**config.mk**
```make
export PLATFORM = sky130hd
export DESIGN_NAME = ex_muldiv
export DESIGN_NICKNAME = d
export VERILOG_FILES = /design/src/rtl/mdu_pkg.sv /design/src/rtl/ex_muldiv.sv
export SDC_FILE = /design/constraint.sdc
export NUM_CORES = 1
export LEC_CHECK = 0
export ABC_AREA = 1
export BUFFER_PORTS_ARGS = -buffer_cell sky130_fd_sc_hd__buf_2
export CORE_ASPECT_RATIO = 1.25
export CORE_MARGIN = 4
export CORE_UTILIZATION = 24
export DETAILED_ROUTE_END_ITERATION = 8
export PLACE_DENSITY = 0.44
export RECOVER_POWER = 25
export SLEW_MARGIN = 40
export SYNTH_ARGS = -nofsm -noshare
export SYNTH_HDL_FRONTEND = slang
export SYNTH_SLANG_ARGS = --single-unit
```
**constraint.sdc**
```tcl
create_clock -name clk -period 4.8 [get_ports clk]
set_input_delay 0.24 -clock clk [delete_from_list [all_inputs] [get_ports clk]]
set_output_delay 0.24 -clock clk [all_outputs]
set_load 0.005 [all_outputs]
```
**src/rtl/mdu_pkg.sv**
```systemverilog
// Shared constants for the EX-stage multiply/divide unit: funct codes, FSM states, iteration count.
// ST_DIV exists only when MDU_DIV_EN is defined.
package mdu_pkg;

    localparam logic [5:0] FUNCT_MFHI  = 6'h10;
    localparam logic [5:0] FUNCT_MTHI  = 6'h11;
    localparam logic [5:0] FUNCT_MFLO  = 6'h12;
    localparam logic [5:0] FUNCT_MTLO  = 6'h13;
    localparam logic [5:0] FUNCT_MULT  = 6'h18;
    localparam logic [5:0] FUNCT_MULTU = 6'h19;
    localparam logic [5:0] FUNCT_DIV   = 6'h1A;
    localparam logic [5:0] FUNCT_DIVU  = 6'h1B;

    localparam int unsigned MDU_ITERS = 32;
    localparam int unsigned CNT_W     = $clog2(MDU_ITERS);

    typedef enum logic [1:0] {
        ST_IDLE = 2'd0,
        ST_MUL  = 2'd1,
`ifdef MDU_DIV_EN
        ST_DIV  = 2'd2,
`endif
        ST_DONE = 2'd3
    } mdu_state_e;

endpackage

```
**src/rtl/ex_muldiv.sv**
```systemverilog
// Iterative HI/LO multiply/divide unit (radix-2, one 64-bit shift register shared by both ops).
// Divide support is compiled in only when MDU_DIV_EN is defined.
module ex_muldiv
    import mdu_pkg::*;
#(
    parameter int unsigned WIDTH = 32
) (
    input  logic             clk,
    input  logic             rst_n,
    input  logic             start,
    input  logic [5:0]       funct_in,
    input  logic [WIDTH-1:0] readData1_in,
    input  logic [WIDTH-1:0] readData2_in,
    input  logic             flush,
    output logic             busy,
    output logic             done,
    output logic [WIDTH-1:0] result_out,
    output logic [WIDTH-1:0] hi_out,
    output logic [WIDTH-1:0] lo_out
);

    localparam logic [CNT_W-1:0] LAST_ITER = CNT_W'(MDU_ITERS - 1);

    mdu_state_e         state_q, state_d;
    logic [WIDTH-1:0]   hi_q, hi_d, lo_q, lo_d;
    logic [2*WIDTH-1:0] sreg_q, sreg_d;
    logic [WIDTH-1:0]   opnd_q, opnd_d;
    logic [CNT_W-1:0]   cnt_q, cnt_d;
    logic               neg_q, neg_d;
`ifdef MDU_DIV_EN
    logic               negr_q, negr_d;
    logic               dz_q, dz_d;
    logic [WIDTH:0]     div_trial;
    logic [2*WIDTH-1:0] div_step;
`endif

    logic               op_signed, a_neg, b_neg;
    logic [WIDTH-1:0]   mag_a, mag_b;
    logic [WIDTH:0]     mul_sum;
    logic [2*WIDTH-1:0] mul_step;

    assign op_signed = ~funct_in[0];
    assign a_neg     = op_signed & readData1_in[WIDTH-1];
    assign b_neg     = op_signed & readData2_in[WIDTH-1];
    assign mag_a     = a_neg ? -readData1_in : readData1_in;
    assign mag_b     = b_neg ? -readData2_in : readData2_in;

    // Multiply: low half holds the multiplier, high half accumulates; shift right with carry.
    assign mul_sum  = {1'b0, sreg_q[2*WIDTH-1:WIDTH]} + (sreg_q[0] ? {1'b0, opnd_q} : '0);
    assign mul_step = {mul_sum, sreg_q[WIDTH-1:1]};

`ifdef MDU_DIV_EN
    // Restoring divide: remainder in the high half, dividend shifts out / quotient shifts in low.
    assign div_trial = sreg_q[2*WIDTH-1:WIDTH-1] - {1'b0, opnd_q};
    assign div_step  = div_trial[WIDTH] ? {sreg_q[2*WIDTH-2:0], 1'b0}
                                        : {div_trial[WIDTH-1:0], sreg_q[WIDTH-2:0], 1'b1};
`endif

    always_comb begin
        state_d = state_q;
        hi_d    = hi_q;
        lo_d    = lo_q;
        sreg_d  = sreg_q;
        opnd_d  = opnd_q;
        cnt_d   = cnt_q;
        neg_d   = neg_q;
`ifdef MDU_DIV_EN
        negr_d  = negr_q;
        dz_d    = dz_q;
`endif
        unique case (state_q)
            ST_IDLE: begin
                if (start && !flush) begin
                    unique case (funct_in)
                        FUNCT_MULT, FUNCT_MULTU: begin
                            state_d = ST_MUL;
                            sreg_d  = {{WIDTH{1'b0}}, mag_b};
                            opnd_d  = mag_a;
                            cnt_d   = '0;
                            neg_d   = a_neg ^ b_neg;
                        end
`ifdef MDU_DIV_EN
                        FUNCT_DIV, FUNCT_DIVU: begin
                            state_d = ST_DIV;
                            sreg_d  = {{WIDTH{1'b0}}, mag_a};
                            opnd_d  = mag_b;
                            cnt_d   = '0;
                            neg_d   = a_neg ^ b_neg;
                            negr_d  = a_neg;
                            dz_d    = (readData2_in == '0);
                        end
`endif
                        FUNCT_MTHI: hi_d = readData1_in;
                        FUNCT_MTLO: lo_d = readData1_in;
                        default: ;
                    endcase
                end
            end
            ST_MUL: begin
                sreg_d = mul_step;
                cnt_d  = cnt_q + CNT_W'(1);
                if (cnt_q == LAST_ITER) begin
                    state_d      = ST_DONE;
                    {hi_d, lo_d} = neg_q ? -mul_step : mul_step;
                end
            end
`ifdef MDU_DIV_EN
            ST_DIV: begin
                sreg_d = div_step;
                cnt_d  = cnt_q + CNT_W'(1);
                if (cnt_q == LAST_ITER) begin
                    state_d = ST_DONE;
                    // Divide-by-zero keeps the all-ones quotient regardless of operand signs.
                    lo_d = (neg_q && !dz_q) ? -div_step[WIDTH-1:0] : div_step[WIDTH-1:0];
                    hi_d = negr_q ? -div_step[2*WIDTH-1:WIDTH] : div_step[2*WIDTH-1:WIDTH];
                end
            end
`endif
            ST_DONE: state_d = ST_IDLE;
            default: state_d = ST_IDLE;
        endcase

        if (flush && state_q != ST_IDLE) begin
            state_d = ST_IDLE;
            hi_d    = hi_q;
            lo_d    = lo_q;
        end
    end

    always_ff @(posedge clk or negedge rst_n) begin
        if (!rst_n) begin
            state_q <= ST_IDLE;
            hi_q    <= '0;
            lo_q    <= '0;
            sreg_q  <= '0;
            opnd_q  <= '0;
            cnt_q   <= '0;
            neg_q   <= 1'b0;
`ifdef MDU_DIV_EN
            negr_q  <= 1'b0;
            dz_q    <= 1'b0;
`endif
        end else begin
            state_q <= state_d;
            hi_q    <= hi_d;
            lo_q    <= lo_d;
            sreg_q  <= sreg_d;
            opnd_q  <= opnd_d;
            cnt_q   <= cnt_d;
            neg_q   <= neg_d;
`ifdef MDU_DIV_EN
            negr_q  <= negr_d;
            dz_q    <= dz_d;
`endif
        end
    end

    assign busy = (state_q == ST_MUL)
`ifdef MDU_DIV_EN
                | (state_q == ST_DIV)
`endif
                ;
    assign done   = (state_q == ST_DONE);
    assign hi_out = hi_q;
    assign lo_out = lo_q;
    assign result_out = (funct_in == FUNCT_MFHI) ? hi_q :
                        (funct_in == FUNCT_MFLO) ? lo_q : '0;

endmodule

```
==> results.py <==
metrics = {
    "status": {
        "outcome": "complete, but fails checks",
        "violations": "max-capacitance violations, max-slew violations",
    },
    "logic_synthesis": {
        "synthCells": 2133,
        "synth.net_count": 2245,
        "synth-seq-area-share": 0.3055,
        "async_flop_share": 1.000,
        "synth_ff_type": "dfrtp_1",
        "synth.most_common_cell": "nand2_1",
        "synth_area_um2": 13760,
        "synth_top_area_frac": 0.3055,
        "ys_top_cells_by_area": "dfrtp_1, nand2_1, inv_1",
        "synth_common_cells": "nand2_1, inv_1, nor2_1",
        "ys_ff_latch": 168,
        "synth_edf_count": 0,
        "ys_types": 56,
        "avgSynthCellArea_um2": 6.453,
        "ys.warnings.count": 0,
        "yosysTopAreaCell": "dfrtp_1",
    },
    "clock_tree": {
        "clk_latency_ns": 0.46,
        "cts_resized": 0,
        "clk_path_buf_depth": 2,
        "cts_tree": "built",
        "clk_pin_slew_ns": 0.07,
        "htree_num_levels": 4,
        "cts_root_buffer": "clkbuf_16",
        "clock-sinks": 168,
        "cts_buffers": 17,
    },
    "global_route": {
        "grt_overflow_total": 0,
        "track_usage": 0.1849,
        "grt_pass1_vias": 14420,
        "grt_max_degree": 93,
        "antenna_found_initial": 0,
        "grt_pass1_wl_mm": 87.52,
    },
    "timing": {
        "min_period_over_period": 0.7560,
        "rsz0062_at_grt": "no",
        "finalSetupTns_ns": 0,
        "finalCriticalPeriod_ns": 3.629,
        "fin_ws_ns": 1.171,
        "setup_viol": 0,
        "slew_headroom": -0.2517,
        "maxClockFrequency_ghz": 0.2756,
        "final_max_slew_viol_count": 30,
        "worst_pin_slew_ns": 1.878,
        "hold_viol": 0,
        "clock_skew_ns": 0.01022,
    },
    "detailed_routing": {
        "dr.pass1.iters": 5,
        "ant_nets": 0,
        "wirelength_mm": 57.72,
        "wl_per_cell_um": 19.06,
        "vias": 14440,
        "viasPerCell": 4.769,
        "drt-initial-drc-count": 926,
        "drc_errors": 0,
    },
    "power_and_ir_drop": {
        "power.leakage_nw": 8.411,
        "p_per_area_nw_per_um2": 495.2,
        "peakVddDrop_v": 0.0002579,
    },
    "worst_setup_path": {
        "slowest_stage": "fa_1",
        "worst-path-max-fanout": 33,
        "path_buf_inv": 3,
        "path_common_cell": "nand2_1",
        "crit_path_start_kind": "flop",
        "cp-end-kind": "flop",
        "cp.required_ns": 5.17,
        "crit_cells": 21,
        "crit_type": "flop to flop",
        "crit_chain": "buf_4 -> nand2_1 -> inv_1 -> ha_1 -> fa_1 -> nand2_1 -> nand2_1 -> nand3_1 -> nand2_2 -> xnor2_1 -> nand2_1 -> nor2_2 -> nand3_1 -> nor2_2 -> nand3_2 -> nand2_2 -> nand2_1 -> nand2_1 -> nand3_1 -> nand2_1 -> inv_1",
        "cp_data_arrival_time_ns": 3.99,
        "r2r_cells": 21,
        "crit_family": "simple AND/OR/NAND/NOR gates",
        "critPathMaxStageDelay_ns": 0.45,
    },
    "final_layout": {
        "nets": 2385,
        "postLayoutCoreUtil": 0.2842,
        "multi_input_area_um2": 7905,
        "diodes": 0,
        "drive_gt1_frac": 0.1409,
        "syn2layout_area_growth_pct": 16.55,
        "seqCellArea_um2": 4204,
        "n_fill_cell": 6407,
    },
    "die": {
        "dieWidth_um": 222.2,
        "initial_core_util": 0.2439,
        "io_pins": 172,
        "core_um2": 56440,
        "die_h_um": 275.7,
        "die_area_um2": 61270,
        "row_count": 97,
    },
    "run": {
        "cap_violations": 1,
    },
    "min_path": {
        "min_path_type": "input pin to flop",
        "hold_depth": 4,
    },
    "place": {
        "io_buffers": 171,
        "hpwl_mm": 45.83,
        "dpl_worst_slack_ns": 1.182,
        "place.gp.congestion": 0.9280,
    },
}
[worst register-to-register path, cell delays in order (launching register included)]
cell and delay, ns:
dfrtp_1 0.36, buf_4 0.27, nand2_1 0.12, inv_1 0.05
ha_1 0.24, fa_1 0.45, nand2_1 0.11, nand2_1 0.09
nand3_1 0.09, nand2_2 0.12, xnor2_1 0.43, nand2_1 0.12
nor2_2 0.16, nand3_1 0.10, nor2_2 0.18, nand3_2 0.13
nand2_2 0.14, nand2_1 0.07, nand2_1 0.11, nand3_1 0.09
nand2_1 0.06, inv_1 0.03
[routing by layer]
metal  vias to the layer above  share of wire  global-route usage
met1                      6918           0.43              0.2314
met4                         0          0.031             0.06449
met3                        70          0.034             0.01872
met2                       371           0.50              0.3323
li1                       7081              -                   -
met5                         -              0                   0
[power by group]
| group | switching [mW] | leakage (nW) | internal, mW |
|---|---|---|---|
| clock network | 0.694 | 0.285 | 0.757 |
| logic | 2.74 | 6.02 | 1.31 |
| registers | 0.523 | 2.11 | 1.92 |
| total | 3.96 | 8.41 | 3.99 |
[area by class of cell]
cell class	count	share of cell area
multi-input cells	1523	0.4928
flip-flops and latches	168	0.2621
inverters	367	0.08596
repair buffers	196	0.06435
well taps	742	0.05788
clock buffers	19	0.02824
clock inverters	13	0.008658
[logic make-up after synthesis]
group,share of synthesized area
flops,0.3055
buf+inv,0.1211
xor+xnor,0.05009
compound gates,0.1555
fa+ha+maj,0.03509
simple gates,0.3328
[final timing paths]
check,start,endpoint,slack [ns]
max in group asynchronous,rst_n,opnd_q[2]$_DFFE_PN0P_,1.37
min,readData2_in[27],sreg_q[27]$_DFFE_PN0P_,0.06
max reg2reg,sreg_q[0]$_DFFE_PN0P_,hi_out[24]$_DFFE_PN0P_,1.17
min in group asynchronous,rst_n,opnd_q[24]$_DFFE_PN0P_,0.83
min reg2reg,opnd_q[30]$_DFFE_PN0P_,opnd_q[30]$_DFFE_PN0P_,0.49
max,sreg_q[0]$_DFFE_PN0P_,hi_out[24]$_DFFE_PN0P_,1.17
[cells in the final DEF (no fill, tap or decap), types with 4 or more instances in the layout]
| cell | instances |
|---|---|
| o211ai_1 | 13 |
| o221ai_1 | 9 |
| a21oi_2 | 4 |
| nor3_1 | 32 |
| dfrtp_1 | 168 |
| xor2_1 | 64 |
| clkinv_4 | 4 |
| nor2_1 | 237 |
| a21oi_1 | 53 |
| nand2_2 | 25 |
| buf_4 | 21 |
| o22ai_1 | 36 |
| o21ai_1 | 5 |
| clkbuf_1 | 21 |
| clkbuf_16 | 17 |
| ha_1 | 37 |
| xnor2_1 | 11 |
| o21ai_0 | 153 |
| o31ai_1 | 11 |
| a22oi_1 | 35 |
| inv_1 | 345 |
| a311oi_1 | 6 |
| nor2_4 | 12 |
| inv_2 | 19 |
| a31oi_1 | 13 |
| nand2_1 | 563 |
| or2_2 | 5 |
| nand3_1 | 101 |
| nor3_2 | 5 |
| nand2_4 | 4 |
| nor2_2 | 19 |
| buf_2 | 150 |
| nand4_1 | 18 |
| nand3_2 | 16 |
[state kept, by name, summed over array words and instances (netlist names)]
register  cells
opnd_q       32
cnt_q         5
hi_out       32
lo_out       32
neg_q         1
sreg_q       64
state_q       2
[timing repair]
action / CTS / global route
hold endpoints to repair: 29 / 0
buffers inserted: 0 / 0
hold buffers: 2 / 0
[through the flow]
stage	instances	cell area (um^2)	total power, mW	hold WS [ns]
6_report	3028	16040	7.944	0.06440
5_1_grt	3028	16040	8.572	0.08433
4_1_cts	3028	16100	8.031	0.04219
3_5_place_dp	2994	15480	6.537	0.1542
3_3_place_gp	2993	15450	6.508	0.3768
2_1_floorplan	2133	13760	4.929	-0.05559
Note: power is estimated with default switching activity, not from simulation.
